==> src/rtl/controlador_pkg.sv <==
// Shared definitions for the HD<->RAM program transfer engine.
//   estado_t        : transfer FSM states
//   MODO_LOAD/STORE : transfer direction encodings (HD->RAM / RAM->HD)
//   hd_start_width  : width that holds indice*PROG_SIZE + HD_BASE without truncation
package controlador_pkg;

  typedef enum logic [2:0] {
    ST_IDLE  = 3'd0,
    ST_ISSUE = 3'd1,
    ST_WAIT  = 3'd2,
    ST_WRITE = 3'd3,
    ST_DONE  = 3'd4
  } estado_t;

  localparam logic MODO_LOAD  = 1'b0;
  localparam logic MODO_STORE = 1'b1;

  function automatic int unsigned hd_start_width(input int unsigned addr_width,
                                                 input int unsigned prog_size);
    return addr_width + $clog2(prog_size) + 1;
  endfunction

endpackage

==> src/rtl/controlador_if.sv <==
// Control and data bus of the transfer engine.
//   master : CPU control unit plus HD/RAM read ports (drive request and read data)
//   slave  : transfer engine (drives addresses, write data, strobes and status)
interface controlador_if #(
  parameter int unsigned ADDR_WIDTH = 12,
  parameter int unsigned DATA_WIDTH = 32
);
  logic                  Start;
  logic                  Modo;
  logic                  Abort;
  logic [ADDR_WIDTH-1:0] indice_programa;
  logic [DATA_WIDTH-1:0] dado_HD_in;
  logic [DATA_WIDTH-1:0] dado_RAM_in;
  logic [ADDR_WIDTH-1:0] endereco_HD;
  logic [ADDR_WIDTH-1:0] endereco_RAM;
  logic [DATA_WIDTH-1:0] dado_out;
  logic                  escreve_HD;
  logic                  escreve_RAM;
  logic                  carregando;
  logic                  concluido;
  logic                  erro;

  modport master (
    output Start, Modo, Abort, indice_programa, dado_HD_in, dado_RAM_in,
    input  endereco_HD, endereco_RAM, dado_out, escreve_HD, escreve_RAM,
           carregando, concluido, erro
  );

  modport slave (
    input  Start, Modo, Abort, indice_programa, dado_HD_in, dado_RAM_in,
    output endereco_HD, endereco_RAM, dado_out, escreve_HD, escreve_RAM,
           carregando, concluido, erro
  );
endinterface

==> src/rtl/controlador_transferencia_contador.sv <==
// HD/RAM pointers and word counter for one program transfer.
//   clk, rst  : clock, async active-high reset
//   load      : load hd_ptr with hd_start, ram_ptr with RAM_BASE, clear the counter
//   inc       : one word written; advance counter and pointers
//   hd_ptr    : current HD address
//   ram_ptr   : current RAM address
//   ultimo    : the word being transferred is the last one of the image
module contador_enderecos #(
  parameter int unsigned ADDR_WIDTH = 12,
  parameter int unsigned PROG_SIZE  = 150,
  parameter int unsigned RAM_BASE   = 550
) (
  input  logic                  clk,
  input  logic                  rst,
  input  logic                  load,
  input  logic                  inc,
  input  logic [ADDR_WIDTH-1:0] hd_start,
  output logic [ADDR_WIDTH-1:0] hd_ptr,
  output logic [ADDR_WIDTH-1:0] ram_ptr,
  output logic                  ultimo
);

  localparam int unsigned CW = $clog2(PROG_SIZE + 1);

  logic [CW-1:0] cnt;

  assign ultimo = (cnt == CW'(PROG_SIZE - 1));

  // Pointers stay on the last word so the addresses hold their final value
  // when idle and can never wrap past the top of the address space.
  always_ff @(posedge clk or posedge rst) begin
    if (rst) begin
      hd_ptr  <= '0;
      ram_ptr <= '0;
      cnt     <= '0;
    end else if (load) begin
      hd_ptr  <= hd_start;
      ram_ptr <= ADDR_WIDTH'(RAM_BASE);
      cnt     <= '0;
    end else if (inc) begin
      cnt <= cnt + 1'b1;
      if (!ultimo) begin
        hd_ptr  <= hd_ptr + 1'b1;
        ram_ptr <= ram_ptr + 1'b1;
      end
    end
  end

endmodule

==> src/rtl/controlador_transferencia.sv <==
// HD<->RAM program transfer engine: copies one PROG_SIZE-word image between
// the HD and the RAM program window, one word every RD_LAT+2 cycles.
//   Clock, Reset : clock, async active-high reset
//   bus (slave)  : Start/Modo/Abort/indice_programa request, HD/RAM read data,
//                  addresses, write data, write strobes, carregando/concluido/erro
module controlador_transferencia
  import controlador_pkg::*;
#(
  parameter int unsigned ADDR_WIDTH = 12,
  parameter int unsigned DATA_WIDTH = 32,
  parameter int unsigned PROG_SIZE  = 150,
  parameter int unsigned HD_BASE    = 200,
  parameter int unsigned RAM_BASE   = 550,
  parameter int unsigned RAM_SIZE   = 700,
  parameter int unsigned RD_LAT     = 1
) (
  input  logic         Clock,
  input  logic         Reset,
  controlador_if.slave bus
);

  localparam int unsigned HW  = hd_start_width(ADDR_WIDTH, PROG_SIZE);
  localparam int unsigned HW1 = HW + 1;
  localparam int unsigned LW  = (RD_LAT > 1) ? $clog2(RD_LAT) : 1;

  if (RAM_BASE + PROG_SIZE > RAM_SIZE) begin : g_ram_window_check
    $error("RAM program window does not fit in RAM_SIZE");
  end
  if (RD_LAT < 1) begin : g_rd_lat_check
    $error("RD_LAT must be at least 1");
  end

  estado_t               state, next_state;
  logic                  modo;
  logic [LW-1:0]         lat_cnt;
  logic                  lat_done;
  logic [DATA_WIDTH-1:0] dado_q;
  logic                  carregando_q, concluido_q, erro_q;
  logic [HW-1:0]         hd_start;
  logic                  range_ok;
  logic                  load, inc, capture, erro_c;
  logic [ADDR_WIDTH-1:0] hd_ptr, ram_ptr;
  logic                  ultimo;

  // First HD address of the requested image, at full width for the range check.
  assign hd_start = HW'(bus.indice_programa) * HW'(PROG_SIZE) + HW'(HD_BASE);
  assign range_ok = (HW1'(hd_start) + HW1'(PROG_SIZE)) <= (HW1'(1) << ADDR_WIDTH);
  assign lat_done = (lat_cnt == LW'(RD_LAT - 1));

  contador_enderecos #(
    .ADDR_WIDTH (ADDR_WIDTH),
    .PROG_SIZE  (PROG_SIZE),
    .RAM_BASE   (RAM_BASE)
  ) u_contador (
    .clk      (Clock),
    .rst      (Reset),
    .load     (load),
    .inc      (inc),
    .hd_start (ADDR_WIDTH'(hd_start)),
    .hd_ptr   (hd_ptr),
    .ram_ptr  (ram_ptr),
    .ultimo   (ultimo)
  );

  // State register.
  always_ff @(posedge Clock or posedge Reset) begin
    if (Reset) state <= ST_IDLE;
    else       state <= next_state;
  end

  // Next state and datapath controls.
  always_comb begin
    next_state = state;
    load       = 1'b0;
    inc        = 1'b0;
    capture    = 1'b0;
    erro_c     = 1'b0;
    case (state)
      ST_IDLE: begin
        if (bus.Start && !bus.Abort) begin
          if (range_ok) begin
            load       = 1'b1;
            next_state = ST_ISSUE;
          end else begin
            erro_c = 1'b1;
          end
        end
      end
      ST_ISSUE: next_state = bus.Abort ? ST_IDLE : ST_WAIT;
      ST_WAIT: begin
        if (bus.Abort) begin
          next_state = ST_IDLE;
        end else if (lat_done) begin
          capture    = 1'b1;
          next_state = ST_WRITE;
        end
      end
      ST_WRITE: begin
        if (bus.Abort) begin
          next_state = ST_IDLE;
        end else begin
          inc        = 1'b1;
          next_state = ultimo ? ST_DONE : ST_ISSUE;
        end
      end
      ST_DONE: next_state = ST_IDLE;
      default: next_state = ST_IDLE;
    endcase
  end

  // Direction latch, read-latency counter, data register and status outputs.
  always_ff @(posedge Clock or posedge Reset) begin
    if (Reset) begin
      modo         <= MODO_LOAD;
      lat_cnt      <= '0;
      dado_q       <= '0;
      carregando_q <= 1'b0;
      concluido_q  <= 1'b0;
      erro_q       <= 1'b0;
    end else begin
      if (load) modo <= bus.Modo;
      if (state == ST_WAIT && !lat_done) lat_cnt <= lat_cnt + 1'b1;
      else                               lat_cnt <= '0;
      if (capture) dado_q <= (modo == MODO_LOAD) ? bus.dado_HD_in : bus.dado_RAM_in;
      carregando_q <= (next_state == ST_ISSUE) || (next_state == ST_WAIT) ||
                      (next_state == ST_WRITE);
      concluido_q  <= (next_state == ST_DONE);
      erro_q       <= erro_c;
    end
  end

  assign bus.endereco_HD  = hd_ptr;
  assign bus.endereco_RAM = ram_ptr;
  assign bus.dado_out     = dado_q;
  assign bus.carregando   = carregando_q;
  assign bus.concluido    = concluido_q;
  assign bus.erro         = erro_q;

  // Strobes are gated by Abort so that an abort landing in WRITE writes nothing.
  assign bus.escreve_RAM = (state == ST_WRITE) && (modo == MODO_LOAD)  && !bus.Abort;
  assign bus.escreve_HD  = (state == ST_WRITE) && (modo == MODO_STORE) && !bus.Abort;

endmodule

==> src/flat_wrapper.sv <==
// flat-port wrapper written by rule: the top's interface ports become plain ports
module controlador_transferencia_flat import controlador_pkg::*;
#(
  parameter int unsigned ADDR_WIDTH = 12,
  parameter int unsigned DATA_WIDTH = 32,
  parameter int unsigned PROG_SIZE  = 150,
  parameter int unsigned HD_BASE    = 200,
  parameter int unsigned RAM_BASE   = 550,
  parameter int unsigned RAM_SIZE   = 700,
  parameter int unsigned RD_LAT     = 1
)
  (Clock, Reset, bus_Start, bus_Modo, bus_Abort, bus_indice_programa, bus_dado_HD_in, bus_dado_RAM_in, bus_endereco_HD, bus_endereco_RAM, bus_dado_out, bus_escreve_HD, bus_escreve_RAM, bus_carregando, bus_concluido, bus_erro);
  controlador_if #(.ADDR_WIDTH(ADDR_WIDTH), .DATA_WIDTH(DATA_WIDTH)) bus_i ();
  input  logic Clock;
  input  logic Reset;
  input wire logic [$bits(bus_i.Start)-1:0] bus_Start;
  input wire logic [$bits(bus_i.Modo)-1:0] bus_Modo;
  input wire logic [$bits(bus_i.Abort)-1:0] bus_Abort;
  input wire logic [$bits(bus_i.indice_programa)-1:0] bus_indice_programa;
  input wire logic [$bits(bus_i.dado_HD_in)-1:0] bus_dado_HD_in;
  input wire logic [$bits(bus_i.dado_RAM_in)-1:0] bus_dado_RAM_in;
  output wire logic [$bits(bus_i.endereco_HD)-1:0] bus_endereco_HD;
  output wire logic [$bits(bus_i.endereco_RAM)-1:0] bus_endereco_RAM;
  output wire logic [$bits(bus_i.dado_out)-1:0] bus_dado_out;
  output wire logic [$bits(bus_i.escreve_HD)-1:0] bus_escreve_HD;
  output wire logic [$bits(bus_i.escreve_RAM)-1:0] bus_escreve_RAM;
  output wire logic [$bits(bus_i.carregando)-1:0] bus_carregando;
  output wire logic [$bits(bus_i.concluido)-1:0] bus_concluido;
  output wire logic [$bits(bus_i.erro)-1:0] bus_erro;
  assign bus_i.Start = bus_Start;
  assign bus_i.Modo = bus_Modo;
  assign bus_i.Abort = bus_Abort;
  assign bus_i.indice_programa = bus_indice_programa;
  assign bus_i.dado_HD_in = bus_dado_HD_in;
  assign bus_i.dado_RAM_in = bus_dado_RAM_in;
  assign bus_endereco_HD = bus_i.endereco_HD;
  assign bus_endereco_RAM = bus_i.endereco_RAM;
  assign bus_dado_out = bus_i.dado_out;
  assign bus_escreve_HD = bus_i.escreve_HD;
  assign bus_escreve_RAM = bus_i.escreve_RAM;
  assign bus_carregando = bus_i.carregando;
  assign bus_concluido = bus_i.concluido;
  assign bus_erro = bus_i.erro;
  controlador_transferencia #(.ADDR_WIDTH(ADDR_WIDTH), .DATA_WIDTH(DATA_WIDTH), .PROG_SIZE(PROG_SIZE), .HD_BASE(HD_BASE), .RAM_BASE(RAM_BASE), .RAM_SIZE(RAM_SIZE), .RD_LAT(RD_LAT)) u_core (.Clock(Clock), .Reset(Reset), .bus(bus_i));
endmodule
==> config.mk <==
export PLATFORM = sky130hd
export DESIGN_NAME = controlador_transferencia_flat
export DESIGN_NICKNAME = d
export VERILOG_FILES = /design/src/rtl/controlador_pkg.sv /design/src/rtl/controlador_if.sv /design/src/rtl/controlador_transferencia_contador.sv /design/src/rtl/controlador_transferencia.sv /design/src/flat_wrapper.sv
export SDC_FILE = /design/constraint.sdc
export NUM_CORES = 1
export LEC_CHECK = 0
export ABC_AREA = 1
export CAP_MARGIN = 30
export CORE_AREA = 2 2 155 157
export DETAILED_ROUTE_END_ITERATION = 6
export DIE_AREA = 0 0 157 159
export RECOVER_POWER = 50
export SYNTH_ARGS = -nofsm -noshare
export SYNTH_HDL_FRONTEND = slang
export SYNTH_HIERARCHICAL = 1
export SYNTH_SLANG_ARGS = --single-unit
==> constraint.sdc <==
create_clock -name Clock -period 2 [get_ports Clock]
set_input_delay 0.4 -clock Clock [delete_from_list [all_inputs] [get_ports Clock]]
set_output_delay 0.4 -clock Clock [all_outputs]
set_load 0.01 [all_outputs]
==> impl_metrics.tcl <==
set metrics [dict create \
    wl_met1_mm 8.94 \
    cpMostUsedCell "nand2_2" \
    clock-root-buffer "clkbuf_16" \
    grt_max_degree 41 \
    wl_met3_um 972 \
    r2r_cells 12 \
    hold_path_class "flip-flop to flip-flop" \
    syn_avg_cell_area_sq_um 6.54 \
    drc 0 \
    seq_area_frac_synth_pct 26.3 \
    diodes 0 \
    finalInstanceArea_sq_um 10800 \
    ys_ff_latch 72 \
    final_cell_mix "nand2_1, buf_4, clkdlybuf4s50_1" \
    netlist_area_sq_um 6840 \
    final_util_pct 46.6 \
    maxCapViolations 0 \
    grt_pass1_vias 7221 \
    nFillCells 2304 \
    cp.arrival_ns 4.82 \
    yosys_warnings 6 \
    clk_path_buf_depth 2 \
    dr.pass1.iters 5 \
    core_area_sq_um 23200 \
    p_per_area_nw_per_um2 1240 \
    ios 142 \
    top_layer "met4" \
    synth.distinct_cells 38 \
    hold_viol_final 0 \
    tightest_slew_ns 1.01 \
    reg2reg_slack_ns 0.34 \
    min_to "u_core/u_contador/ram_ptr[11]$_DFFE_PP0P_" \
    power_uw 13400 \
    worst_skew_pair.late_latency_ns 0.33 \
    end_kind "flip-flop" \
    hpwl_mm 15.3 \
    grt_remaining_overflow 0 \
    critPathRequiredTime_ns 2.22 \
    placed_area_sq_um 9640 \
    cts_made_buffers 9 \
    die_h_um 159 \
    die_w_um 157 \
    wl_per_cell_um 12.1 \
    gp_congestion 0.857 \
    min-delay-start "u_core/u_contador/ram_ptr[11]$_DFFE_PP0P_" \
    syn_inst 1046 \
    final_common_cell "nand2_1" \
    rows 56 \
    final.min_clock_period_ns 4.60 \
    crit_type "input pin to flip-flop" \
    dr_total_vias 7452 \
    setup_violations 36 \
    whs_path_depth 2 \
    ctsHtreeMaxLevel 3 \
    grt_pass1_wl_mm 33.1 \
    die_area_sq_um 25000 \
    crit_path_top_delay_cell "fa_1" \
    wl_met2_mm 9.75 \
    peakVddDrop_mv 0.529 \
    path_clk_slew_ns 0.06 \
    hold_buffers 0 \
    io_buffers 141 \
    timing.fmax_ghz 0.217 \
    grt_antenna_before_repair 0 \
    path_max_fanout 6 \
    period_share_pct 230 \
    wl_mm 19.9 \
    drt.antenna.violating_nets 0 \
    r2r_end "u_core/u_contador/hd_ptr[5]$_DFFE_PP0P_" \
    layout.nets 1465 \
    worst_slack_ns -2.60 \
    drt-initial-drc-count 381 \
    grt_use_total_pct 15.8 \
    fin_skew_ns 0.00833 \
    drive_gt1_share_pct 28.5 \
    start_kind "input pin" \
    via_per_inst 4.56 \
    p_leak_uw 0.00537 \
    drv_slew 0 \
    initial_utilization_pct 29.5 \
    status "complete, but fails checks" \
    slowest_delay_ns 0.51 \
    rsz0062_at_grt "true" \
    cts_tree "done" \
    max_slew_margin_pct 32.6 \
    syn_to_final_growth_pct 57.9 \
    violations "negative setup slack" \
    cts_sinks 72 \
    worstReg2RegStart "u_core/state[2]$_DFF_PP0_" \
]
cell type report:
type	count	area [sq um]	share of cell area [%]
Multi-Input combinational cell	810	5190	48.1
Inverter	141	542	5.01
Sequential cell	72	1800	16.7
Clock buffer	10	239	2.21
Tap cell	319	399	3.69
Clock inverter	5	129	1.19
Timing Repair Buffer	279	2500	23.2
kinds of logic (layout without fill, tap and decap cells):
| logic type | count (synthesis) | in the layout | synth area share, % |
|---|---|---|---|
| XOR/XNOR | 5 | 5 | 0.640 |
| AO/OA/AOI/OAI | 82 | 82 | 6.95 |
| adder cells (fa/ha/maj) | 71 | 71 | 14.6 |
| AND/OR/NAND/NOR | 650 | 650 | 41.6 |
| other | 1 | 2 | 0.0548 |
| buffers and inverters | 165 | 435 | 9.76 |
| flip-flops | 72 | 72 | 26.3 |
cell usage after synthesis:
cell | n | area (sq um)
nand3_2 | 8 | 80.1
a31oi_1 | 33 | 206
o21ai_0 | 16 | 80.1
nor2_2 | 9 | 56.3
o21ai_2 | 2 | 17.5
nor2_1 | 114 | 428
ha_1 | 56 | 701
nand3_4 | 1 | 17.5
o21bai_1 | 1 | 7.51
fa_1 | 15 | 300
o31ai_1 | 1 | 7.51
inv_1 | 126 | 473
a21oi_1 | 19 | 95.1
buf_4 | 3 | 22.5
buf_12 | 1 | 20.0
a21boi_0 | 2 | 15.0
nor4_1 | 2 | 12.5
inv_2 | 15 | 56.3
nor2_8 | 1 | 20.0
and3_1 | 1 | 6.26
nand2_4 | 2 | 22.5
nor3_1 | 3 | 15.0
buf_2 | 5 | 25.0
a21oi_2 | 1 | 8.76
nor2_4 | 5 | 56.3
conb_1 | 1 | 3.75
xor2_1 | 1 | 8.76
a211oi_1 | 1 | 7.51
xnor2_1 | 4 | 35.0
buf_6 | 2 | 22.5
nand2_2 | 21 | 131
o21ai_1 | 6 | 30.0
nand2_1 | 361 | 1360
nand3_1 | 97 | 485
dfrtp_1 | 72 | 1800
nand3b_1 | 5 | 37.5
nand4_1 | 20 | 125
clkbuf_1 | 13 | 48.8
critical path, delay by kind of cell:
kind / cells / cell delay, ns
adder cells (fa/ha/maj): 5 / 1.84
AND/OR/NAND/NOR: 21 / 1.77
buffers and inverters: 10 / 0.79
per-layer routing:
metal	up-vias	GRT usage, %
met5	-	0
met4	0	3.50
met3	16	2.50
met2	147	27.9
met1	3409	20.1
li1	3880	-
report_power, final:
part	switching, uW	internal (uW)
clock	609	1370
sequential	442	1860
combinational	4840	4250
flip-flops by register name, summed over array words and instances, names as in the netlist:
name                       flops
u_core/bus.carregando          1
u_core/bus.concluido           1
u_core/bus.dado_out           32
u_core/bus.erro                1
u_core/lat_cnt                 1
u_core/modo                    1
u_core/state                   3
u_core/u_contador/cnt          8
u_core/u_contador/hd_ptr      12
u_core/u_contador/ram_ptr     12
how the worst max path moves through the flow:
| stage | cells after the start | to | slack [ns] | startpoint |
|---|---|---|---|---|
| after floorplan | 35 | u_core/u_contador/hd_ptr[4]$_DFFE_PP0P_ | -2.75 | bus_indice_programa[6] |
| after global placement | 34 | u_core/u_contador/ram_ptr[6]$_DFFE_PP0P_ | -3.55 | bus_indice_programa[5] |
| after detailed placement | 33 | u_core/u_contador/hd_ptr[5]$_DFFE_PP0P_ | -3.62 | bus_indice_programa[5] |
| after CTS | 36 | u_core/u_contador/hd_ptr[5]$_DFFE_PP0P_ | -2.69 | bus_indice_programa[6] |
| after global routing | 34 | u_core/u_contador/hd_ptr[7]$_DFFE_PP0P_ | -2.84 | bus_indice_programa[6] |
| final | 36 | u_core/u_contador/hd_ptr[2]$_DFFE_PP0P_ | -2.60 | bus_indice_programa[6] |
stage by stage:
step | setup slack (ns) | hold WS, ns | cells | TNS (ns)
2_1_floorplan | -2.75 | 0.474 | 1047 | -92.68
3_3_place_gp | -3.55 | 0.512 | 1597 | -123.76
3_5_place_dp | -3.62 | 0.528 | 1597 | -125.82
4_1_cts | -2.69 | 0.513 | 1632 | -93.00
5_1_grt | -2.84 | 0.565 | 1636 | -98.59
6_report | -2.60 | 0.542 | 1636 | -89.67
timing repair:
| action | in CTS | in global routing |
|---|---|---|
| setup buffers | 19 | 9 |
| pin swaps | 52 | 73 |
| gates resized for setup | 118 | 95 |
| cloned | 1 | 0 |
| setup endpoints to repair | 38 | 38 |
(Power assumes the default switching activity.)
